--- src/rtl/alu_pkg.sv ---
// Shared constants for the ALU: control-word field positions, named opcodes
// and the result-select encoding used by each bit slice.
package alu_pkg;

    // ALU_cont field layout
    localparam int unsigned CONT_W   = 4;
    localparam int unsigned AINV_BIT = 3;
    localparam int unsigned BNEG_BIT = 2;
    localparam int unsigned OP_LSB   = 0;
    localparam int unsigned OP_W     = 2;

    // Named operations (full ALU_cont values)
    localparam logic [CONT_W-1:0] OPC_AND    = 4'b0000;
    localparam logic [CONT_W-1:0] OPC_OR     = 4'b0001;
    localparam logic [CONT_W-1:0] OPC_ADD    = 4'b0010;
    localparam logic [CONT_W-1:0] OPC_SUB    = 4'b0110;
    localparam logic [CONT_W-1:0] OPC_SLT    = 4'b0111;
    localparam logic [CONT_W-1:0] OPC_SLT_BA = 4'b1011;
    localparam logic [CONT_W-1:0] OPC_NOR    = 4'b1100;
    localparam logic [CONT_W-1:0] OPC_NAND   = 4'b1101;

    // Result select carried in ALU_cont[1:0]
    typedef enum logic [OP_W-1:0] {
        SEL_AND = 2'b00,
        SEL_OR  = 2'b01,
        SEL_ADD = 2'b10,
        SEL_SLT = 2'b11
    } alu_sel_e;

endpackage

--- src/rtl/alu_bit_slice.sv ---
// One-bit ALU slice: optional operand inversion, full adder, and a 4-way
// result mux. The adder always runs so the carry chain is valid for every op.
module alu_bit_slice
    import alu_pkg::*;
(
    input  logic     a,
    input  logic     b,
    input  logic     ainv,
    input  logic     bneg,
    input  logic     carry_in,
    input  logic     less,
    input  alu_sel_e op,
    output logic     result,
    output logic     carry_out,
    output logic     sum
);

    logic aa;
    logic bb;

    assign aa        = ainv ? ~a : a;
    assign bb        = bneg ? ~b : b;
    assign sum       = aa ^ bb ^ carry_in;
    assign carry_out = (aa & bb) | (carry_in & (aa ^ bb));

    // Result mux; SLT passes the externally supplied less bit
    always_comb begin
        result = 1'b0;
        case (op)
            SEL_AND: result = aa & bb;
            SEL_OR:  result = aa | bb;
            SEL_ADD: result = sum;
            SEL_SLT: result = less;
            default: result = 1'b0;
        endcase
    end

endmodule

--- src/rtl/alu_4bit.sv ---
// Ripple-carry ALU built from alu_bit_slice with registered result and flags.
// Set-less-than feeds the true sign of the sum back into slice 0.
module alu_4bit
    import alu_pkg::*;
#(
    parameter int unsigned WIDTH = 4
) (
    input  logic              clk,
    input  logic              rst,
    input  logic [WIDTH-1:0]  A,
    input  logic [WIDTH-1:0]  B,
    input  logic [CONT_W-1:0] ALU_cont,
    input  logic              Cin,
    output logic [WIDTH-1:0]  X,
    output logic              Cout,
    output logic              Zero,
    output logic              Overflow
);

    logic [WIDTH-1:0] sum_v;
    logic [WIDTH-1:0] res_v;
    logic             a_msb;
    logic             b_msb;
    logic             ovf;
    logic             set;
    logic             carry_msb;
    alu_sel_e         sel;

    assign sel = alu_sel_e'(ALU_cont[OP_LSB +: OP_W]);

    for (genvar i = 0; i < WIDTH; i++) begin : g_slice
        logic ci;
        logic co;
        logic r;
        logic s;

        if (i == 0) begin : g_lsb
            assign ci = Cin;
        end else begin : g_upper
            assign ci = g_slice[i-1].co;
        end

        alu_bit_slice u_slice (
            .a         (A[i]),
            .b         (B[i]),
            .ainv      (ALU_cont[AINV_BIT]),
            .bneg      (ALU_cont[BNEG_BIT]),
            .carry_in  (ci),
            .less      ((i == 0) ? set : 1'b0),
            .op        (sel),
            .result    (r),
            .carry_out (co),
            .sum       (s)
        );

        assign res_v[i] = r;
        assign sum_v[i] = s;
    end

    // Signed overflow and set-less-than derived from the MSB slice
    assign a_msb     = ALU_cont[AINV_BIT] ? ~A[WIDTH-1] : A[WIDTH-1];
    assign b_msb     = ALU_cont[BNEG_BIT] ? ~B[WIDTH-1] : B[WIDTH-1];
    assign ovf       = (a_msb == b_msb) && (sum_v[WIDTH-1] != a_msb);
    assign set       = sum_v[WIDTH-1] ^ ovf;
    assign carry_msb = g_slice[WIDTH-1].co;

    // Output registers; reset clears result and reports Zero for X=0
    always_ff @(posedge clk or posedge rst) begin
        if (rst) begin
            X        <= '0;
            Cout     <= 1'b0;
            Zero     <= 1'b1;
            Overflow <= 1'b0;
        end else begin
            X        <= res_v;
            Cout     <= carry_msb;
            Zero     <= (res_v == '0);
            Overflow <= ovf;
        end
    end

endmodule

--- config.mk ---
export PLATFORM = sky130hd
export DESIGN_NAME = alu_4bit
export DESIGN_NICKNAME = d
export VERILOG_FILES = /design/src/rtl/alu_pkg.sv /design/src/rtl/alu_bit_slice.sv /design/src/rtl/alu_4bit.sv
export SDC_FILE = /design/constraint.sdc
export NUM_CORES = 1
export LEC_CHECK = 0
export ABC_AREA = 1
export BUFFER_PORTS_ARGS = -buffer_cell sky130_fd_sc_hd__buf_2
export CORE_ASPECT_RATIO = 1.2
export CORE_MARGIN = 3
export CORE_UTILIZATION = 33
export DETAILED_ROUTE_END_ITERATION = 8
export GPL_ROUTABILITY_DRIVEN = 1
export PLACE_DENSITY = 0.61
export SYNTH_ARGS = -nofsm -noshare
export SYNTH_HDL_FRONTEND = slang
export SYNTH_SLANG_ARGS = --single-unit
export TNS_END_PERCENT = 10
--- constraint.sdc ---
create_clock -name clk -period 0.9 [get_ports clk]
set_clock_uncertainty 0.05 [all_clocks]
set_input_delay 0.18 -clock clk [delete_from_list [all_inputs] [get_ports clk]]
set_output_delay 0.18 -clock clk [all_outputs]
set_load 0.05 [all_outputs]
=== Word-level counts from Yosys, hierarchy flattened ===
Index checks and enable logic that the tools add are counted.

* Register bits after elaboration: 7
* Output and inout port bits: 7
* Logic and storage cells: 57

* Equal/unequal tests: 5
* Muxes and demuxes: 12
* Bitwise operators: 33
* Reduce and logical (&&, ||, !) cells: 3

{| class="wikitable"
|+ Operators by type and width
! kind !! number
|-
| $pmux W1 S4 || 4
|-
| $xor A1 B1 Y1 || 9
|-
| $and A1 B1 Y1 || 8
|-
| $mux W1 || 8
|-
| $not A1 Y1 || 8
|-
| $or A1 B1 Y1 || 8
|-
| $eq A2 B2 Y1 const B || 2
|-
| $logic_not A4 Y1 || 1
|-
| $eq A2 B1 Y1 const B || 1
|-
| $logic_not A2 Y1 || 1
|-
| $eq A1 B1 Y1 || 1
|-
| $logic_and A1 B1 Y1 || 1
|-
| $ne A1 B1 Y1 || 1
|}

=== Longest topological paths before layout ===
* Depth after elaboration: 15
* Depth in mapped cells: 12

=== Modules after synthesis ===
A second synthesis with hierarchy kept.

* Cell total of the unflattened synthesis: 113
* Area total of the unflattened synthesis: 770.7 um2

{| class="wikitable"
|+ By module, submodules not included
! module !! times used !! cells each !! area each (um2) !! seq. area each (um2)
|-
| alu_bit_slice || 4 || 21 || 125.1 || 0.0
|-
| alu_4bit || 1 || 29 || 270.3 || 176.4
|}

=== Least setup slack after synthesis ===
Ideal clock, no wire load.

* Path kind: input port to flip-flop
* Start point: input ALU_cont[2]
* End point: register Zero
* Arrival: 2.588 ns
* Slack: -1.805 ns
* Cell stages on the path: 12
* Buffers on the path: 1
* Cells stage by stage: clkbuf_2 xnor2_1 inv_1 fa_1 fa_1 fa_1 fa_1 nand3_1 nand2_1 nor2_2 nand3_1 nor2_1

* Cells in the longest elaborated chain, start to end: 14

{| class="wikitable"
|+ RTL lines
! what !! RTL line !! source
|-
| from (decl) || alu_4bit.sv:12 || <nowiki>input logic [CONT_W-1:0] ALU_cont,</nowiki>
|-
| $mux W1 || alu_bit_slice.sv:22 || <nowiki>assign bb = bneg ? ~b : b;</nowiki>
|-
| $xor A1 B1 Y1 || alu_bit_slice.sv:23, alu_bit_slice.sv:24 ||
|-
| $and A1 B1 Y1 || alu_bit_slice.sv:24 || <nowiki>assign carry_out = (aa & bb) | (carry_in & (aa ^ bb));</nowiki>
|-
| $or A1 B1 Y1 || alu_bit_slice.sv:24 ||
|-
| $and A1 B1 Y1 || alu_bit_slice.sv:24 ||
|-
| $or A1 B1 Y1 || alu_bit_slice.sv:24 ||
|-
| $and A1 B1 Y1 || alu_bit_slice.sv:24 ||
|-
| $or A1 B1 Y1 || alu_bit_slice.sv:24 ||
|-
| $xor A1 B1 Y1 || alu_bit_slice.sv:23 || <nowiki>assign sum = aa ^ bb ^ carry_in;</nowiki>
|-
| $ne A1 B1 Y1 || alu_4bit.sv:63 || <nowiki>assign ovf = (a_msb == b_msb) && (sum_v[WIDTH-1] != a_msb);</nowiki>
|-
| $logic_and A1 B1 Y1 || alu_4bit.sv:63 ||
|-
| $xor A1 B1 Y1 || alu_4bit.sv:64 || <nowiki>assign set = sum_v[WIDTH-1] ^ ovf;</nowiki>
|-
| $pmux W1 S4 || alu_bit_slice.sv:29 || <nowiki>case (op)</nowiki>
|-
| $logic_not A4 Y1 (*) || alu_4bit.sv:77 || <nowiki>Zero <= (res_v == '0);</nowiki>
|-
| to (signal assigned) || alu_4bit.sv:77 ||
|-
| to (decl) || alu_4bit.sv:16 || <nowiki>output logic Zero,</nowiki>
|}

Mark *: on every way between the ends. The rest lies on a longest branch, timed or not.

=== Worst setup path after layout ===
* Start point: input A[0]
* End point: register Zero

* Cells in the longest elaborated chain, start to end: 15

{| class="wikitable"
|+ RTL lines
! what !! RTL line !! source
|-
| from (decl) || alu_4bit.sv:10 || <nowiki>input logic [WIDTH-1:0] A,</nowiki>
|-
| $not A1 Y1 || alu_bit_slice.sv:21 || <nowiki>assign aa = ainv ? ~a : a;</nowiki>
|-
| $mux W1 (*) || alu_bit_slice.sv:21 ||
|-
| $xor A1 B1 Y1 || alu_bit_slice.sv:23, alu_bit_slice.sv:24 ||
|-
| $and A1 B1 Y1 || alu_bit_slice.sv:24 ||
|-
| $or A1 B1 Y1 || alu_bit_slice.sv:24 ||
|-
| $and A1 B1 Y1 || alu_bit_slice.sv:24 ||
|-
| $or A1 B1 Y1 || alu_bit_slice.sv:24 ||
|-
| $and A1 B1 Y1 || alu_bit_slice.sv:24 ||
|-
| $or A1 B1 Y1 || alu_bit_slice.sv:24 ||
|-
| $xor A1 B1 Y1 || alu_bit_slice.sv:23 ||
|-
| $ne A1 B1 Y1 || alu_4bit.sv:63 ||
|-
| $logic_and A1 B1 Y1 || alu_4bit.sv:63 ||
|-
| $xor A1 B1 Y1 || alu_4bit.sv:64 ||
|-
| $pmux W1 S4 || alu_bit_slice.sv:29 ||
|-
| $logic_not A4 Y1 (*) || alu_4bit.sv:77 ||
|}

Marked as above.

==> impl_metrics.toml <==
[outcome]
outcome = "complete, but fails checks"
violations = "negative setup slack"

[sta]
tightestPinTransition_ns = 0.262
relSlewSlack_pct = 82.5
timing.fmax_mhz = 437
min_period_ns = 2.29
setup_slack_ns = -1.39
finalCritPeriodShare_pct = 255
hold_viol = 0
drv_slew = 0
setup_viol = 14
rsz0062_at_grt = "true"

[setup_path]
crit_required_ns = 1.03
cp_slowest_cell = "fa_2"
crit_type = "in2reg"
critPathLaunchType = "input port"
cp_common_cell = "fa_2"
worstSetupEndpoint = "Zero$_DFF_PP1_"
slowest_delay_ns = 0.54
end_kind = "register"
cp-startpoint = "A[0]"
worst-path-max-fanout = 2
worstPathArrival_ns = 2.42
crit_chain = "buf_2 > xor2_2 > fa_2 > fa_2 > fa_2 > fa_2 > nand3_1 > nand2_1 > nor2_2 > nand3_1 > nor2_1"

[placed_design]
dp_slack_ns = -1.73
dpl.hpwl_um = 1140
port_buffers = 21
finalWeightedCongestion = 0.744

[detailed_routing]
first_pass_iters = 2
drtIter0Drc = 7
wire_per_inst_um = 9.23
drc = 0
ant_nets = 0
viasPerCell = 4.35
num_vias = 626
wirelength_um = 1330

[clocking]
cts_made_buffers = 3
clock-root-buffer = "clkbuf_4"
clk_pin_slew_ns = 0.05
htree_levels = 1
clock_sinks = 7
cts_setup_buffers = 0
clockBufferDepth = 2
cts_tree = "built"

[die]
num_rows = 17
core_area_um2 = 1870
die_area_um2 = 2610
die_x_um = 47.2
pin_count = 22
die_y_um = 55.4
start_util_pct = 35.8

[finish]
mostFrequentLayoutCell = "buf_4"
layout_common_cells = "19 x buf_4, 16 x inv_1, 12 x nand2_1, 12 x buf_2, 8 x ha_1"
area_growth_pct = 57.8
fillerInstances = 185
final_util_pct = 56.6
finalNetCount = 153
antenna_cells = 0
drive_above_1_share_pct = 48.0

[grt]
grt_first_pass_wirelength_um = 2190
overflow = 0
grt_pass1_vias = 587
grt_use_total_pct = 11.3
antenna_found_initial = 0
grt_start_max_net_pins = 9

[pwr]
p_leak_nw = 0.593
peakVddDrop_mv = 0.651
p_per_area_nw_per_um2 = 1470

[logic_synthesis]
synth.avg_cell_area_um2 = 8.08
yosys_warnings = 0
seq_area_frac_synth_pct = 26.3
synth_area_um2 = 671
syn_nets = 110
syn_inst = 83
ys_types = 18
ys_seq_elements = 7

[min_path]
min_path_type = "in2reg"

[run]
maxCapViolCount = 0
==> power by group <==
group / internal [mW] / total, mW / switching [mW]
Sequential: 0.377 / 0.405 / 0.0281
Clock: 0.169 / 0.284 / 0.115
Combinational: 0.388 / 0.863 / 0.475
Total: 0.933 / 1.55 / 0.619
==> registers in the layout, indices dropped and copies added, names as in the netlist <==
register / count
X: 4
Overflow: 1
Zero: 1
Cout: 1
==> worst min path at each step <==
stage,start,to,depth (start not counted)
after floorplan,rst,Cout$_DFF_PP0_,1
after global placement,rst,Cout$_DFF_PP0_,2
after detailed placement,rst,Cout$_DFF_PP0_,2
after CTS,ALU_cont[0],X[1]$_DFF_PP0_,5
after global routing,ALU_cont[0],X[1]$_DFF_PP0_,5
final,ALU_cont[0],X[1]$_DFF_PP0_,5
==> cell families (layout without fill, tap and decap cells) <==
group	Yosys count	after routing	synth area share (%)
DFF	7	7	26.3
buffers and inverters	24	66	14.7
adders and majority gates	12	12	26.9
xor gates and xnor gates	7	7	9.14
and+or+nand+nor	28	28	18.7
AOI/OAI and AO/OA	5	5	4.29
==> per-stage QoR <==
| step | area [µm²] | hold WS (ns) | std cells | TNS, ns | total power [mW] |
|---|---|---|---|---|---|
| floorplan | 688 | -0.0673 | 83 | -9.00 | 0.902 |
| global route | 1060 | 0.318 | 144 | -8.90 | 1.67 |
| finish | 1060 | 0.283 | 144 | -8.21 | 1.55 |
| CTS | 1040 | 0.285 | 144 | -8.38 | 1.54 |
| global placement | 937 | 0.0517 | 139 | -9.39 | 1.14 |
| detailed placement | 937 | 0.0580 | 139 | -9.63 | 1.16 |
==> area by class of cell <==
type                       count  area [µm²]  area share, %
tap                           19        23.8           2.25
timing repair buffer          41         322           30.4
clock buffer                   4        26.3           2.48
sequential                     7         176           16.7
multi-input combinational     52         432           40.8
inverter                      21        78.8           7.45
==> worst max-delay path: cells and delay by family <==
family | cells | cell delay, ns
buf+inv | 1 | 0.11
fa+ha+maj | 4 | 1.63
xor+xnor | 1 | 0.18
simple gates | 5 | 0.31
==> cells in the mapped netlist <==
cell type | instances | area [µm²]
o21ai_1 | 1 | 5.00
fa_1 | 4 | 80.1
ha_1 | 8 | 100
nand2_1 | 12 | 45.0
inv_2 | 4 | 15.0
xor2_1 | 1 | 8.76
nand3_1 | 5 | 25.0
buf_4 | 2 | 15.0
inv_1 | 17 | 63.8
dfstp_2 | 1 | 26.3
a21oi_1 | 3 | 15.0
nand3b_1 | 1 | 7.51
xnor2_1 | 6 | 52.6
nor2_2 | 4 | 25.0
clkbuf_2 | 1 | 5.00
a21oi_2 | 1 | 8.76
nor2_1 | 6 | 22.5
dfrtp_1 | 6 | 150
==> repair_timing <==
action,in CTS,in global routing
endpoints found under the setup margin,14,14
gates resized for setup,18,4
pin swaps,3,1
cloned,0,0
hold buffers,1,0
endpoints found under the hold margin,6,0
==> metal layers <==
metal / share of wire (%) / track usage, %
met1: 33 / 11.0
met2: 60 / 21.9
met3: 5.8 / 0.977
met4: 1.1 / 4.74
met5: 0 / 0
Power figures use the tool's default switching activity.
